$ cat config.mk
export PLATFORM = sky130hd
export DESIGN_NAME = vga_capture
export DESIGN_NICKNAME = d
export VERILOG_FILES = /design/src/rtl/vga_capture.sv
export SDC_FILE = /design/constraint.sdc
export NUM_CORES = 1
export LEC_CHECK = 0
export ABC_AREA = 1
export ABC_CLOCK_PERIOD_IN_PS = 2400
export CORE_MARGIN = 1.5
export CORE_UTILIZATION = 50
export DETAILED_ROUTE_END_ITERATION = 8
export PLACE_DENSITY = 0.77
export SLEW_MARGIN = 20
export SYNTH_ARGS = -nofsm -noshare
export SYNTH_HDL_FRONTEND = slang
export SYNTH_SLANG_ARGS = --single-unit
export TNS_END_PERCENT = 10
$ cat constraint.sdc
create_clock -name clk -period 2.4 [get_ports clk]
set_input_delay 0.48 -clock clk [delete_from_list [all_inputs] [get_ports clk]]
set_output_delay 0.48 -clock clk [all_outputs]
set_load 0.01 [all_outputs]
$ cat src/rtl/vga_capture.sv
// VGA sink monitor: recovers sync timing, measures line/frame geometry, tracks
// lock against nominal timing, checksums active pixels and samples a probe pixel.
module vga_capture #(
    parameter int H_TOTAL     = 800,
    parameter int H_ACTIVE    = 640,
    parameter int V_TOTAL     = 525,
    parameter int V_ACTIVE    = 480,
    parameter int LOCK_FRAMES = 2
) (
    input  logic        clk,
    input  logic        rst,
    input  logic        hsync,
    input  logic        vsync,
    input  logic        blank,
    input  logic [7:0]  vga_r,
    input  logic [7:0]  vga_g,
    input  logic [7:0]  vga_b,
    input  logic [9:0]  probe_x,
    input  logic [9:0]  probe_y,
    output logic [10:0] line_len,
    output logic [10:0] frame_lines,
    output logic [10:0] active_w,
    output logic [10:0] active_h,
    output logic [15:0] frame_checksum,
    output logic        frame_done,
    output logic        locked,
    output logic [23:0] probe_rgb,
    output logic        probe_hit
);

    localparam logic [10:0] H_TOTAL_C  = H_TOTAL[10:0];
    localparam logic [10:0] H_ACTIVE_C = H_ACTIVE[10:0];
    localparam logic [10:0] V_TOTAL_C  = V_TOTAL[10:0];
    localparam logic [10:0] V_ACTIVE_C = V_ACTIVE[10:0];
    localparam logic [10:0] TIMEOUT_C  = 11'(2 * H_TOTAL);
    localparam logic [4:0]  LOCK_C     = LOCK_FRAMES[4:0];
    localparam logic [10:0] CNT_MAX    = 11'h7ff;

    typedef enum logic [1:0] {UNLOCKED, ACQUIRE, LOCKED} state_t;

    state_t      state_reg, state_next;
    logic [3:0]  good_cnt_reg, good_cnt_next;

    logic        hs_q, vs_q, bl_q, hs_d, vs_d;
    logic [23:0] rgb_q;
    logic [9:0]  px_in_q, py_in_q, px_reg, py_reg;
    logic [10:0] h_cnt_reg, act_x_reg, v_cnt_reg, act_y_reg;
    logic        line_active_reg, bad_line_reg, hs_seen_reg, vs_seen_reg;
    logic [15:0] chk_reg;

    logic        hs_edge, vs_edge, timeout, line_bad_now, good_frame;
    logic [10:0] h_len, lines_now, act_h_now;

    function automatic logic [10:0] sat_inc(input logic [10:0] v);
        return (v == CNT_MAX) ? v : v + 11'd1;
    endfunction

    assign hs_edge = hs_d & ~hs_q;
    assign vs_edge = vs_d & ~vs_q;
    assign timeout = (h_cnt_reg == TIMEOUT_C);
    assign locked  = (state_reg == LOCKED);

    // Line bookkeeping of a coincident hs_edge is folded in before judging the frame.
    always_comb begin
        h_len        = sat_inc(h_cnt_reg);
        line_bad_now = hs_edge && ((h_len != H_TOTAL_C) ||
                       (line_active_reg && (act_x_reg != H_ACTIVE_C)));
        lines_now    = hs_edge ? sat_inc(v_cnt_reg) : v_cnt_reg;
        act_h_now    = (hs_edge && line_active_reg) ? sat_inc(act_y_reg) : act_y_reg;
        good_frame   = vs_seen_reg && !(bad_line_reg || line_bad_now) &&
                       (lines_now == V_TOTAL_C) && (act_h_now == V_ACTIVE_C);
    end

    always_ff @(posedge clk or negedge rst) begin
        if (!rst) begin
            hs_q            <= 1'b0;
            vs_q            <= 1'b0;
            bl_q            <= 1'b0;
            hs_d            <= 1'b0;
            vs_d            <= 1'b0;
            rgb_q           <= '0;
            px_in_q         <= '0;
            py_in_q         <= '0;
            px_reg          <= '0;
            py_reg          <= '0;
            h_cnt_reg       <= '0;
            act_x_reg       <= '0;
            v_cnt_reg       <= '0;
            act_y_reg       <= '0;
            line_active_reg <= 1'b0;
            bad_line_reg    <= 1'b0;
            hs_seen_reg     <= 1'b0;
            vs_seen_reg     <= 1'b0;
            chk_reg         <= '0;
            line_len        <= '0;
            frame_lines     <= '0;
            active_w        <= '0;
            active_h        <= '0;
            frame_checksum  <= '0;
            frame_done      <= 1'b0;
            probe_rgb       <= '0;
            probe_hit       <= 1'b0;
        end else begin
            hs_q       <= hsync;
            vs_q       <= vsync;
            bl_q       <= blank;
            rgb_q      <= {vga_r, vga_g, vga_b};
            px_in_q    <= probe_x;
            py_in_q    <= probe_y;
            hs_d       <= hs_q;
            vs_d       <= vs_q;
            frame_done <= vs_edge;
            probe_hit  <= 1'b0;

            if (hs_edge) begin
                h_cnt_reg       <= '0;
                act_x_reg       <= '0;
                line_active_reg <= 1'b0;
                hs_seen_reg     <= 1'b1;
                if (hs_seen_reg)
                    line_len <= h_len;
                if (line_active_reg)
                    active_w <= act_x_reg;
            end else begin
                h_cnt_reg <= sat_inc(h_cnt_reg);
                if (bl_q) begin
                    act_x_reg       <= sat_inc(act_x_reg);
                    line_active_reg <= 1'b1;
                end
            end

            if (vs_edge) begin
                frame_lines    <= lines_now;
                active_h       <= act_h_now;
                frame_checksum <= chk_reg;
                v_cnt_reg      <= '0;
                act_y_reg      <= '0;
                bad_line_reg   <= 1'b0;
                chk_reg        <= '0;
                px_reg         <= px_in_q;
                py_reg         <= py_in_q;
                vs_seen_reg    <= 1'b1;
            end else begin
                if (hs_edge)
                    v_cnt_reg <= sat_inc(v_cnt_reg);
                if (hs_edge && line_active_reg)
                    act_y_reg <= sat_inc(act_y_reg);
                if (line_bad_now)
                    bad_line_reg <= 1'b1;
                if (bl_q)
                    chk_reg <= {chk_reg[14:0], chk_reg[15]} ^ rgb_q[23:8] ^ {8'h00, rgb_q[7:0]};
            end

            // A lost sync forgets frame history so the next frame is treated as the first.
            if (timeout)
                vs_seen_reg <= 1'b0;

            if (bl_q && (act_x_reg == {1'b0, px_reg}) && (act_y_reg == {1'b0, py_reg})) begin
                probe_rgb <= rgb_q;
                probe_hit <= 1'b1;
            end
        end
    end

    always_ff @(posedge clk or negedge rst) begin
        if (!rst) begin
            state_reg    <= UNLOCKED;
            good_cnt_reg <= '0;
        end else begin
            state_reg    <= state_next;
            good_cnt_reg <= good_cnt_next;
        end
    end

    always_comb begin
        state_next    = state_reg;
        good_cnt_next = good_cnt_reg;
        if (timeout) begin
            state_next    = UNLOCKED;
            good_cnt_next = '0;
        end else if (vs_edge) begin
            case (state_reg)
                UNLOCKED: begin
                    if (good_frame) begin
                        good_cnt_next = 4'd1;
                        state_next    = (LOCK_C == 5'd1) ? LOCKED : ACQUIRE;
                    end
                end
                ACQUIRE: begin
                    if (good_frame) begin
                        good_cnt_next = good_cnt_reg + 4'd1;
                        if (({1'b0, good_cnt_reg} + 5'd1) >= LOCK_C)
                            state_next = LOCKED;
                    end else begin
                        state_next    = UNLOCKED;
                        good_cnt_next = '0;
                    end
                end
                LOCKED: begin
                    if (!good_frame) begin
                        state_next    = UNLOCKED;
                        good_cnt_next = '0;
                    end
                end
                default: begin
                    state_next    = UNLOCKED;
                    good_cnt_next = '0;
                end
            endcase
        end
    end

endmodule

; After elaboration in Yosys (flattened, before gate mapping)
; Cells that the tools add are included.
[totals]
ff_bits = 225
latchBits = 0
ramBits = 0
rom_bits = 0
out_inout_bits = 87
word_cells = 113
n_memories = 0
[op_classes]
add_sub_neg = 6
n_mul = 0
n_div = 0
order_cmp = 1
eq_ne = 17
shifts = 0
mux = 33
bitwise = 6
n_reduce_logical = 21
[ops]
columns = cell, count
row1 = $mux W11, 11
row2 = $eq A11 B11 Y1 const B, 5
row3 = $add A11 B1 Y11 const B, 4
row4 = $mux W16, 2
row5 = $eq A11 B10 Y1, 2
row6 = $ne A11 B10 Y1 const B, 2
row7 = $mux W4, 5
row8 = $xor A16 B16 Y16, 1
row9 = $xor A16 B8 Y16, 1
row10 = $mux W2, 6
row11 = $pmux W4 S3, 1
row12 = $eq A11 B10 Y1 const B, 1
row13 = $eq A11 B9 Y1 const B, 1
row14 = $logic_and A1 B1 Y1, 8
row15 = $reduce_bool A2 Y1, 4
row16 = $mux W1, 7
row17 = $ne A3 B3 Y1 const B, 2
row18 = $pmux W2 S3, 1
row19 = $reduce_and A2 Y1, 3
row20 = $add A4 B1 Y5 const B, 1
row21 = $ge A5 B2 Y1 const B, 1
row22 = $add A4 B1 Y4 const B, 1
row23 = $ne A4 B4 Y1 const B, 1
row24 = $reduce_and A4 Y1, 1
row25 = 9 further kinds, 12

; Depth between registers and ports, before layout
; Gate-level depths: netlist of the first run.
[depth]
depth_word = 14
depth_mapped = 19

; Worst setup path after synthesis of the first run
; Ideal clock, no wire load.
[synth_timing]
path_type = reg2reg
start = register v_cnt_reg[0]
end = register state_reg[1]
arrival_time_ns = 2.074
t_required_ns = 2.283
slack_ns = 0.209
stages_incl_launch_ff = 16
period_less_slack_ns = 2.191
path_cell_list = dfrtp_1 ha_1 nand3_2 nor2_4 nand2_4 nand3_1 a21boi_0 nand3_1 nor2_2 nand3_2 nor2_1 nand3_1 inv_1 nor2_4 nand2_1 nand2_1
[synth_via]
elab_chain_cells = 10
word_cells_on_any_way = 15
cone_classes = 1 x add/sub / 5 x eq/ne / 6 x mux / 3 x reduce/logical
[synth_rtl]
columns = element, line
row1 = start: declaration, 47  ; logic [10:0] h_cnt_reg, act_x_reg, v_cnt_reg, act_y_reg;
row2 = start signal: assignment, 145  ; v_cnt_reg <= sat_inc(v_cnt_reg);
row3 = $add A11 B1 Y11 / $eq A11 B11 Y1 (equally long branches), 55  ; return (v == CNT_MAX) ? v : v + 11'd1;
row4 = $mux W11, n/a
row5 = $mux W11 *, n/a
row6 = $eq A11 B10 Y1 *, 71  ; (lines_now == V_TOTAL_C) && (act_h_now == V_ACTIVE_C);
row7 = $logic_and A1 B1 Y1 *, 70  ; good_frame = vs_seen_reg && !(bad_line_reg || line_bad_now) &&
row8 = $logic_and A1 B1 Y1 *, 71
row9 = $mux W2, 190  ; if (good_frame) begin
row10 = $pmux W2 S3, 182  ; case (state_reg)
row11 = $mux W2, 181  ; end else if (vs_edge) begin
row12 = $mux W2, 178  ; if (timeout) begin
row13 = end signal: assignment, 170  ; state_reg <= state_next;
row14 = end: declaration, 41  ; state_t state_reg, state_next;
; Every way passes the cells marked *; elsewhere a longest branch is shown, timed or not. The select of a mux whose other input is x is not followed.
; A chain may end at the register's enable or synchronous reset.

; Final worst setup path of the first run
[layout_timing]
start = register v_cnt_reg[1]
end = register state_reg[0]
; The elaborated chain is that of the path after synthesis.

==> run_results.csv, run 1 <==
group,metric,value,unit
route,wl_met1,9960,um
placed_design,hpwlAfterDp,16200,um
yosys,synth_area_leaders,"dfrtp_1 57%, nand2_1 13%, inv_1 4.1%",
floorplan,top_level_ports,136,
route,wl,23300,um
cts,cts_buffers,24,
power,p_per_area,758,nW/um2
yosys,yosysTopAreaCell,"dfrtp_1",
route,wl_per_cell,14.9,um
placed_design,dp.cells,1504,
global_route,gr-usage-all-layers,23.0,%
floorplan,die_area,20500,um2
critical_path,cp_max_fo,8,
yosys,yosysWarnings,0,
yosys,synth_seq_cells,225,
yosys,ys.flop_type,"dfrtp_1",
cells_and_area,fillCellCount,1502,
sta,rsz0062_at_grt,"true",
yosys,synthMuxAreaShare,0.102,%
critical_path,critPathRequiredTime,2850,ps
yosys,synthXorXnorAreaFrac,3.31,%
sta,tightest_slew,642,ps
sta,setup_ws,-97.5,ps
critical_path,worstReg2RegEnd,"state_reg[0]",
sta,min_period_over_period,104,%
yosys,synthArstFlopShare,100,%
yosys,synth_area_per_cell,8.85,um2
critical_path,worstSetupStartpoint,"v_cnt_reg[1]",
cells_and_area,area_growth,28.7,%
placed_design,numPortBuffers,135,
sta,fin_crit,2500,ps
floorplan,die_w,143,um
sta,hold_viol_final,0,
min_path,min-delay-start,"vga_r[4]",
yosys,ys_types,41,
route,drtAntennaViolNets,0,
yosys,synth_top_family_by_area,"simple AND/OR/NAND/NOR gates",
route,drtIter0Drc,553,
cells_and_area,fin_util,65.2,%
global_route,grt_first_pass_wirelength,37700,um
cts,cts_max_path_buffers,3,
floorplan,core,19300,um2
global_route,grt_pass1_vias,7893,
min_path,hold_class,"in2reg",
floorplan,die_h,143,um
cts,cts-root-buf,"clkbuf_16",
critical_path,cp.arrival,2950,ps
cells_and_area,nNetsFinal,1335,
critical_path,end_kind,"flop",
cts,tritoncts,"done",
critical_path,crit_type,"reg2reg",
cells_and_area,multi_input_area,3680,um2
route,top_layer,"met4",
job,maxCapViolations,0,
global_route,grt_remaining_overflow,0,
cts,htree_levels,1,
min_path,whs_endpoint,"rgb_q[20]",
route,via_per_inst,5.14,
yosys,seq_area_frac_synth,57.4,%
cells_and_area,final_layout_size_suffix_gt1_share,10.5,%
power,ir_drop,0.514,mV
status,violations,"negative setup slack",
global_route,antenna_found_initial,0,
route,detailroute.wirelength.met2,11200,um
yosys,synthAdderAreaFrac,1.02,%
cells_and_area,antenna_cells,0,
yosys,yosysMostFrequentCell,"nand2_1",
yosys,netlist.area_leader.share,57.4,%
floorplan,initial_core_util,50.7,%
yosys,synth_commonest_cells,"328 x nand2_1, 225 x dfrtp_1, 108 x inv_1",
yosys,synth_fp_nets,1164,
yosys,synth_compound_area_share,7.42,%
sta,drv_slew,0,
critical_path,r2r_start,"v_cnt_reg[1]",
placed_design,gp_congestion,0.889,
status,status,"finished with violations",
cts,clkTransAtPathRegs,60,ps
yosys,synth-edff-count,0,
route,drc_errors,0,
route,met3WireLength,1320,um
global_route,grt_max_degree,64,
yosys,syn_area,9800,um2
cts,clock-sinks,225,
cells_and_area,layout.cells.non_filler,1559,
route,vias,8009,
cts,clock_latency,520,ps
sta,fmax,0.400,GHz
sta,setup_viol,6,
power,p_leak,6.02,nW
sta,skew,13.7,ps
cells_and_area,seqCellArea,5630,um2
critical_path,worstSetupStartpointType,"flop",
yosys,synth_cells,1107,
route,firstDrtPassIters,6,
cells_and_area,reg.largest.list,"probe_rgb: 24 flops, rgb_q: 24 flops",
floorplan,row_count,51,
yosys,synth-simple-area-share,24.9,%
critical_path,r2r_slack,-100,ps
min_path,whs_path_depth,1,
critical_path,reg2regPathDepth,18,
sta,relSlewSlack,56.9,%
placed_design,pre_cts_slack,-4.34,ps
where the power goes:
| group | switching [mW] | internal, mW | leakage [nW] | total (mW) |
|---|---|---|---|---|
| sequential | 0.265 | 4.14 | 2.88 | 4.40 |
| combinational | 0.717 | 0.689 | 2.74 | 1.41 |
| clock | 1.47 | 2.29 | 0.406 | 3.76 |
repair_timing:
| action | CTS | global route |
|---|---|---|
| hold buffers | 1 | 0 |
| endpoints found under the hold margin | 55 | 0 |
| buffers inserted | 0 | 12 |
| gates resized for setup | 1 | 21 |
| pin swaps | 0 | 15 |
| setup endpoints to repair | 2 | 6 |
stage by stage:
stage          power (mW)  hold WS [ps]  TNS, ps  area [um2]
3_3_place_gp         5.78           400        0       11600
2_1_floorplan        5.09           184        0        9800
5_1_grt              10.0           388    -1420       12600
3_5_place_dp         5.82           400    -7.21       11600
4_1_cts              9.60           381        0       12400
6_report             9.57           391     -366       12600
final cells by class:
type / count / share of cell area (%)
clock buffers: 33 / 5.67
clock inverters: 9 / 0.804
inverters: 114 / 3.40
multi-input cells: 737 / 29.2
flip-flops and latches: 225 / 44.7
well taps: 265 / 2.63
repair buffers: 176 / 13.6
worst max-delay path, cell delays in order (launching register included):
cell,delay [ps]
dfrtp_1,460
ha_4,190
nand3_4,90
nor2_4,220
nand2_4,80
buf_12,140
nand2_8,60
nand2_2,60
nand2_4,70
nand2_1,50
nor2_1,90
nand2_1,70
nor2_2,110
nand3_2,140
o21bai_4,200
nand3_4,140
nor2_4,130
nand2_1,60
nand2_1,60
routing by layer:
| metal | vias up | track usage, % |
|---|---|---|
| met5 | - | 0 |
| met4 | 0 | 7.87 |
| met3 | 61 | 4.19 |
| met2 | 271 | 38.3 |
| met1 | 3794 | 30.4 |
| li1 | 3883 | - |
logic make-up after synthesis:
logic type / after synthesis
xor gates and xnor gates: 37
and+or+nand+nor: 560
DFF: 225
AOI/OAI and AO/OA: 131
buffers and inverters: 145
adders and majority gates: 8
muxes: 1
placed cells by master, fill, tap and decap left out, types with 4 or more instances in the layout:
| master | n |
|---|---|
| clkbuf_8 | 6 |
| ha_1 | 6 |
| nand4_1 | 21 |
| nand2_1 | 325 |
| xor2_1 | 7 |
| buf_12 | 4 |
| dfrtp_1 | 222 |
| o21ai_1 | 6 |
| nand3_1 | 60 |
| buf_4 | 36 |
| nor2_2 | 8 |
| o22ai_1 | 18 |
| a21oi_1 | 14 |
| xnor2_1 | 29 |
| nand2_2 | 9 |
| nor4_1 | 4 |
| nor3_1 | 13 |
| o21ai_0 | 79 |
| nor2_4 | 7 |
| inv_1 | 106 |
| inv_2 | 6 |
| clkdlybuf4s50_1 | 134 |
| nor2_1 | 95 |
| nand3_2 | 7 |
| clkinv_2 | 6 |
| clkbuf_16 | 25 |
worst max path at each step:
stage	depth (start not counted)	end
floorplan	15	state_reg[1]
global route	18	state_reg[1]
global placement	13	state_reg[0]
finish	18	state_reg[0]
detailed placement	13	state_reg[1]
CTS	16	state_reg[0]
Power figures use the tool's default switching activity.
==> run 2: changes to the inputs <==
--- a/config.mk
+++ b/config.mk
@@ -6,11 +6,11 @@
 export NUM_CORES = 1
 export LEC_CHECK = 0
 export ABC_AREA = 1
-export ABC_CLOCK_PERIOD_IN_PS = 2400
-export CORE_MARGIN = 1.5
-export CORE_UTILIZATION = 50
+export ABC_CLOCK_PERIOD_IN_PS = 2300
+export CORE_MARGIN = 2
+export CORE_UTILIZATION = 55
 export DETAILED_ROUTE_END_ITERATION = 8
-export PLACE_DENSITY = 0.77
+export PLACE_DENSITY = 0.8
 export SLEW_MARGIN = 20
 export SYNTH_ARGS = -nofsm -noshare
 export SYNTH_HDL_FRONTEND = slang
==> constraint.sdc (replaced) <==
create_clock -name clk -period 2.3 [get_ports clk]
set_input_delay 0.46 -clock clk [delete_from_list [all_inputs] [get_ports clk]]
set_output_delay 0.46 -clock clk [all_outputs]
set_load 0.01 [all_outputs]
==> run_results.csv, run 2 (synthesis gave the netlist of run 1 again) <==
group,metric,value,unit
status,status,"finished with violations",
status,violations,"negative setup slack",
sta,min_period_over_period,103,%
floorplan,initial_core_util,56.5,%
sta,fmax,0.421,GHz
sta,hold_viol_final,0,
sta,tightest_slew,658,ps
critical_path,r2r_slack,-70,ps
critical_path,crit_family,"simple AND/OR/NAND/NOR gates",
floorplan,die_area,18900,um2
cells_and_area,final_layout_size_suffix_gt1_share,11.2,%
global_route,antenna_found_initial,0,
route,wl,23900,um
cells_and_area,reg.largest.list,"probe_rgb: 24 flops, rgb_q: 24 flops",
global_route,grt_pass1_vias,7972,
floorplan,top_level_ports,136,
global_route,grt_first_pass_wirelength,38800,um
critical_path,worst_path_most_repeated_cell,"nand2_1",
global_route,gr-usage-all-layers,26.0,%
route,firstDrtPassIters,5,
sta,relSlewSlack,56.0,%
min_path,hold_class,"in2reg",
critical_path,worst-path-buf-inv,0,
placed_design,pre_cts_slack,-18.0,ps
power,p_per_area,799,nW/um2
power,total_power,10.1,mW
critical_path,r2r_start,"v_cnt_reg[1]",
route,via_per_inst,5.34,
floorplan,die_w,137,um
job,maxCapViolations,0,
route,wl_per_cell,15.7,um
sta,fin_crit,2370,ps
critical_path,crit_type,"reg2reg",
power,p_leak,6.03,nW
placed_design,numPortBuffers,135,
cts,cts-root-buf,"clkbuf_16",
cts,htree_levels,1,
cts,tritoncts,"done",
cells_and_area,final_common_cell,"nand2_1",
route,drtIter0Drc,565,
critical_path,critPathRequiredTime,2740,ps
critical_path,slowest_stage,"dfrtp_1",
global_route,grt_remaining_overflow,0,
route,drc_errors,0,
power,ir_drop,0.757,mV
sta,rsz0062_at_grt,"true",
cts,clock-sinks,225,
cells_and_area,nNetsFinal,1341,
critical_path,worstReg2RegEnd,"state_reg[0]",
sta,setup_viol,6,
floorplan,row_count,48,
cts,cts_max_path_buffers,3,
sta,drv_slew,0,
critical_path,crit_end,"state_reg[0]",
cells_and_area,final_cell_mix,"325 x nand2_1, 223 x dfrtp_1, 134 x clkdlybuf4s50_1",
global_route,grt_max_degree,73,
floorplan,die_h,137,um
sta,skew,34.4,ps
sta,setup_ws,-73.5,ps
critical_path,crit_chain,"ha_4 -> nand3_4 -> nor2_4 -> nand3_1 -> nand2_1 -> nand3_1 -> nor2_1 -> nand2_1 -> nor2_2 -> nand3_2 -> o21bai_4 -> nand3_4 -> nor2_4 -> nand2_1 -> nand2_1",
cells_and_area,antenna_cells,0,
cts,cts_buffers,24,
critical_path,end_kind,"flop",
critical_path,cp.depth,15,
cells_and_area,fin_util,72.7,%
placed_design,hpwlAfterDp,16700,um
critical_path,crit_path_max_incr_delay,390,ps
critical_path,worstSetupStartpointType,"flop",
cts,clock_latency,540,ps
critical_path,cp.arrival,2820,ps
critical_path,reg2regPathDepth,15,
floorplan,core,17400,um2
route,drtAntennaViolNets,0,
critical_path,cp_max_fo,8,
critical_path,worstSetupStartpoint,"v_cnt_reg[1]",
route,vias,8147,
cts,clkTransAtPathRegs,60,ps
cells_and_area,area_growth,28.8,%
placed_design,gp_congestion,0.884,
## run 2: how the worst min path moves through the flow
| stage | startpoint | to | slack [ps] | cells past startpoint |
|---|---|---|---|---|
| 6_report | vga_g[3] | rgb_q[11] | 350 | 1 |
| 5_1_grt | vga_r[2] | rgb_q[18] | 350 | 1 |
| 4_1_cts | vga_g[3] | rgb_q[11] | 350 | 1 |
| 3_5_place_dp | hs_q | hs_d | 360 | 0 |
| 3_3_place_gp | hs_q | hs_d | 360 | 0 |
| 2_1_floorplan | rst | act_x_reg[0] | 160 | 0 |
## run 2: metal layers
metal,share of wire (%),GRT usage [%]
met3,5.4,4.60
met1,43,35.7
met2,49,42.4
met4,2.8,8.30
met5,0,0
## run 2: power by group
| group | switching, mW | internal [mW] | leakage (nW) |
|---|---|---|---|
| combinational | 0.789 | 0.741 | 2.75 |
| clock | 1.56 | 2.40 | 0.395 |
| sequential | 0.276 | 4.32 | 2.88 |
## run 2: cell type report
type / count / area (um2)
fillers: 1250 / 4730
clock inverters: 11 / 165
flip-flops and latches: 225 / 5630
clock buffers: 32 / 671
inverters: 114 / 432
repair buffers: 181 / 1740
well taps: 225 / 282
multi-input cells: 738 / 3700
## run 2: worst reg2reg max path: stages (launching register included)
cell      delay (ps)
dfrtp_1          390
ha_4             170
nand3_4           90
nor2_4           250
nand3_1          110
nand2_1          170
nand3_1          120
nor2_1           130
nand2_1           80
nor2_2            90
nand3_2          110
o21bai_4         190
nand3_4          140
nor2_4           100
nand2_1           60
nand2_1           60
## run 2: timing repair
action                                  in CTS  in global routing
gates cloned                                 0                  1
hold buffers                                 1                  0
gates resized for setup                      8                 17
setup buffers                                2                  1
endpoints found under the setup margin       7                 19
endpoints found under the hold margin       65                  0
pin swaps                                    2                  5
## run 2: per-stage QoR
| stage | hold WS [ps] | instances | TNS [ps] | instance area (um2) |
|---|---|---|---|---|
| after global placement | 358 | 1478 | 0 | 11700 |
| after global routing | 352 | 1526 | -1570 | 12600 |
| after CTS | 345 | 1524 | -9.63 | 12500 |
| final | 354 | 1526 | -267 | 12600 |
| after floorplan | 164 | 1107 | 0 | 9800 |
| after detailed placement | 362 | 1478 | -18.0 | 11700 |
==> run 3: changes to the inputs <==
--- a/config.mk
+++ b/config.mk
@@ -7,10 +7,10 @@
 export LEC_CHECK = 0
 export ABC_AREA = 1
 export ABC_CLOCK_PERIOD_IN_PS = 2300
+export CAP_MARGIN = 10
 export CORE_MARGIN = 2
-export CORE_UTILIZATION = 55
+export CORE_UTILIZATION = 35
 export DETAILED_ROUTE_END_ITERATION = 8
-export PLACE_DENSITY = 0.8
 export SLEW_MARGIN = 20
 export SYNTH_ARGS = -nofsm -noshare
 export SYNTH_HDL_FRONTEND = slang
==> run_results.csv, run 3 (synthesis gave the netlist of run 1 again) <==
group,metric,value,unit
power,p_per_area,791,nW/um2
sta,fin_crit,2380,ps
route,via_per_inst,4.61,
power,ir_drop,0.606,mV
route,drtAntennaViolNets,0,
critical_path,worst-path-buf-inv,2,
power,power_frac_clock,41.1,%
critical_path,cp.arrival,2850,ps
cells_and_area,nNetsFinal,1363,
cts,cts_buffers,26,
global_route,grt_use_met2,27.9,%
cts,clock_latency,530,ps
floorplan,die_h,171,um
sta,rsz0062_at_grt,"true",
placed_design,post_dp_cell_area,11900,um2
global_route,grt_max_degree,64,
power,p_leak,6.22,nW
route,wl,24300,um
cts,tritoncts,"done",
global_route,gr-usage-met3,3.54,%
power,power.internal,7.74,mW
route,wl_per_cell,14.3,um
global_route,grt_remaining_overflow,0,
min_path,whs_endpoint,"rgb_q[14]",
global_route,busiest_layer,"met2",
min_path,hold_class,"in2reg",
sta,tightest_slew,664,ps
cts,cts_max_path_buffers,3,
global_route,gr-usage-all-layers,16.8,%
min_path,whs_path_depth,1,
cells_and_area,final_cell_mix,"315 x nand2_1, 221 x dfrtp_1, 134 x clkdlybuf4s50_1",
sta,relSlewSlack,55.6,%
sta,setup_viol,6,
critical_path,r2r_slack,-80,ps
floorplan,core,27700,um2
floorplan,initial_core_util,35.4,%
route,firstDrtPassIters,5,
route,drc_errors,0,
placed_design,numPortBuffers,135,
placed_design,hpwlAfterDp,17200,um
sta,drv_slew,0,
cells_and_area,antenna_cells,0,
sta,hold_viol_final,0,
sta,hold-worst-slack,371,ps
critical_path,slowest_stage,"dfrtp_1",
cells_and_area,final_area,13100,um2
sta,setup_ws,-81.7,ps
cts,clkTransAtPathRegs,60,ps
floorplan,row_count,61,
global_route,grt_pass1_vias,7872,
sta,fin_tns_setup,-242,ps
route,drtIter0Drc,532,
power,combPwrFrac,14.9,%
global_route,grt_first_pass_wirelength,39700,um
sta,fmax,0.420,GHz
global_route,use_met1,22.7,%
placed_design,gp_congestion,0.834,
job,maxCapViolations,0,
power,switchingPower,2.66,mW
status,violations,"negative setup slack",
power,p_sw_share,25.6,%
sta,min_period_over_period,104,%
cts,cts-root-buf,"clkbuf_16",
cells_and_area,final_layout_size_suffix_gt1_share,14.1,%
critical_path,critPathRequiredTime,2770,ps
cells_and_area,reg.largest.list,"probe_rgb: 24 flops, rgb_q: 24 flops",
status,status,"finished with violations",
critical_path,r2r_start,"v_cnt_reg[1]",
critical_path,crit_type,"reg2reg",
sta,skew,12.3,ps
critical_path,cp_max_fo,8,
floorplan,top_level_ports,136,
critical_path,worst_path_most_repeated_cell,"nand2_1",
route,vias,7845,
critical_path,worstReg2RegEnd,"state_reg[0]",
critical_path,end_kind,"flop",
critical_path,crit_path_max_incr_delay,410,ps
floorplan,die_area,29400,um2
critical_path,crit_chain,"ha_4 -> nand3_4 -> nor2_4 -> buf_6 -> nand2_4 -> buf_4 -> nand3b_1 -> nand2_2 -> nand2_1 -> nor2_1 -> nand2_1 -> nor2_2 -> nand3_2 -> o21bai_4 -> nand3_4 -> nor2_4 -> nand2_1 -> nand2_1",
power,pwr-share-seq,44.0,%
cts,clock-sinks,225,
floorplan,die_w,171,um
cts,htree_levels,1,
critical_path,crit_family,"simple AND/OR/NAND/NOR gates",
critical_path,worstSetupStartpointType,"flop",
cells_and_area,final_common_cell,"nand2_1",
critical_path,reg2regPathDepth,18,
cells_and_area,area_growth,34.1,%
global_route,antenna_found_initial,0,
min_path,min-delay-start,"vga_g[6]",
run 3: cell types whose count changed in the layout (fill, tap and decap cells not counted), moves of 3 or more:
cell	delta
buf_4	+16
nand2_1	-10
nand2_2	+8
clkinv_2	+4
clkinvlp_4	-4
buf_12	+3
clkbuf_16	+3
nand3_1	-3
run 3: layout make-up:
class,count,area [um2]
fill,2639,14600
sequential,225,5640
multi-input combinational,738,3770
timing repair buffer,201,1930
clock buffer,35,756
tap,378,473
inverter,114,433
clock inverter,12,146
run 3: per-layer routing:
layer,wire length [um],up-vias
met3,1300,31
li1,-,3942
met5,0,-
met1,11200,3714
met4,404,0
met2,11400,158
run 3: power groups by stage:
stage / Sequential [mW] / Clock, mW / Combinational, mW
after global routing: 4.63 / 4.58 / 1.74
after CTS: 4.57 / 4.41 / 1.55
final: 4.58 / 4.28 / 1.55
after detailed placement: 4.64 / 0 / 1.51
after floorplan: 4.67 / 0 / 0.639
after global placement: 4.63 / 0 / 1.50
run 3: stage by stage:
| stage | std cells | utilization (%) | setup WS [ps] | power [mW] |
|---|---|---|---|---|
| 2_1_floorplan | 1107 | - | 109 | 5.31 |
| 3_3_place_gp | 1638 | 43.0 | -22.5 | 6.13 |
| 3_5_place_dp | 1638 | 43.0 | -59.0 | 6.15 |
| 4_1_cts | 1688 | 46.5 | -8.85 | 10.5 |
| 5_1_grt | 1703 | 47.5 | -228 | 10.9 |
| 6_report | 1703 | 47.5 | -81.7 | 10.4 |
run 3: worst max-delay path by stage:
stage / start / slack (ps) / depth (start not counted) / end
after floorplan: v_cnt_reg[0] / 110 / 15 / state_reg[1]
after global placement: h_cnt_reg[1] / -20 / 16 / state_reg[1]
after detailed placement: v_cnt_reg[0] / -60 / 15 / state_reg[0]
after CTS: act_y_reg[0] / -9 / 18 / state_reg[0]
after global routing: v_cnt_reg[1] / -230 / 18 / state_reg[1]
final: v_cnt_reg[1] / -80 / 18 / state_reg[0]
run 3: timing repair:
| action | in CTS | in global routing |
|---|---|---|
| hold buffers | 1 | 0 |
| resized for setup | 8 | 40 |
| cloned | 0 | 1 |
| endpoints found under the setup margin | 6 | 14 |
| hold endpoints to repair | 56 | 0 |
| buffers inserted | 2 | 14 |
| pin swaps | 0 | 23 |
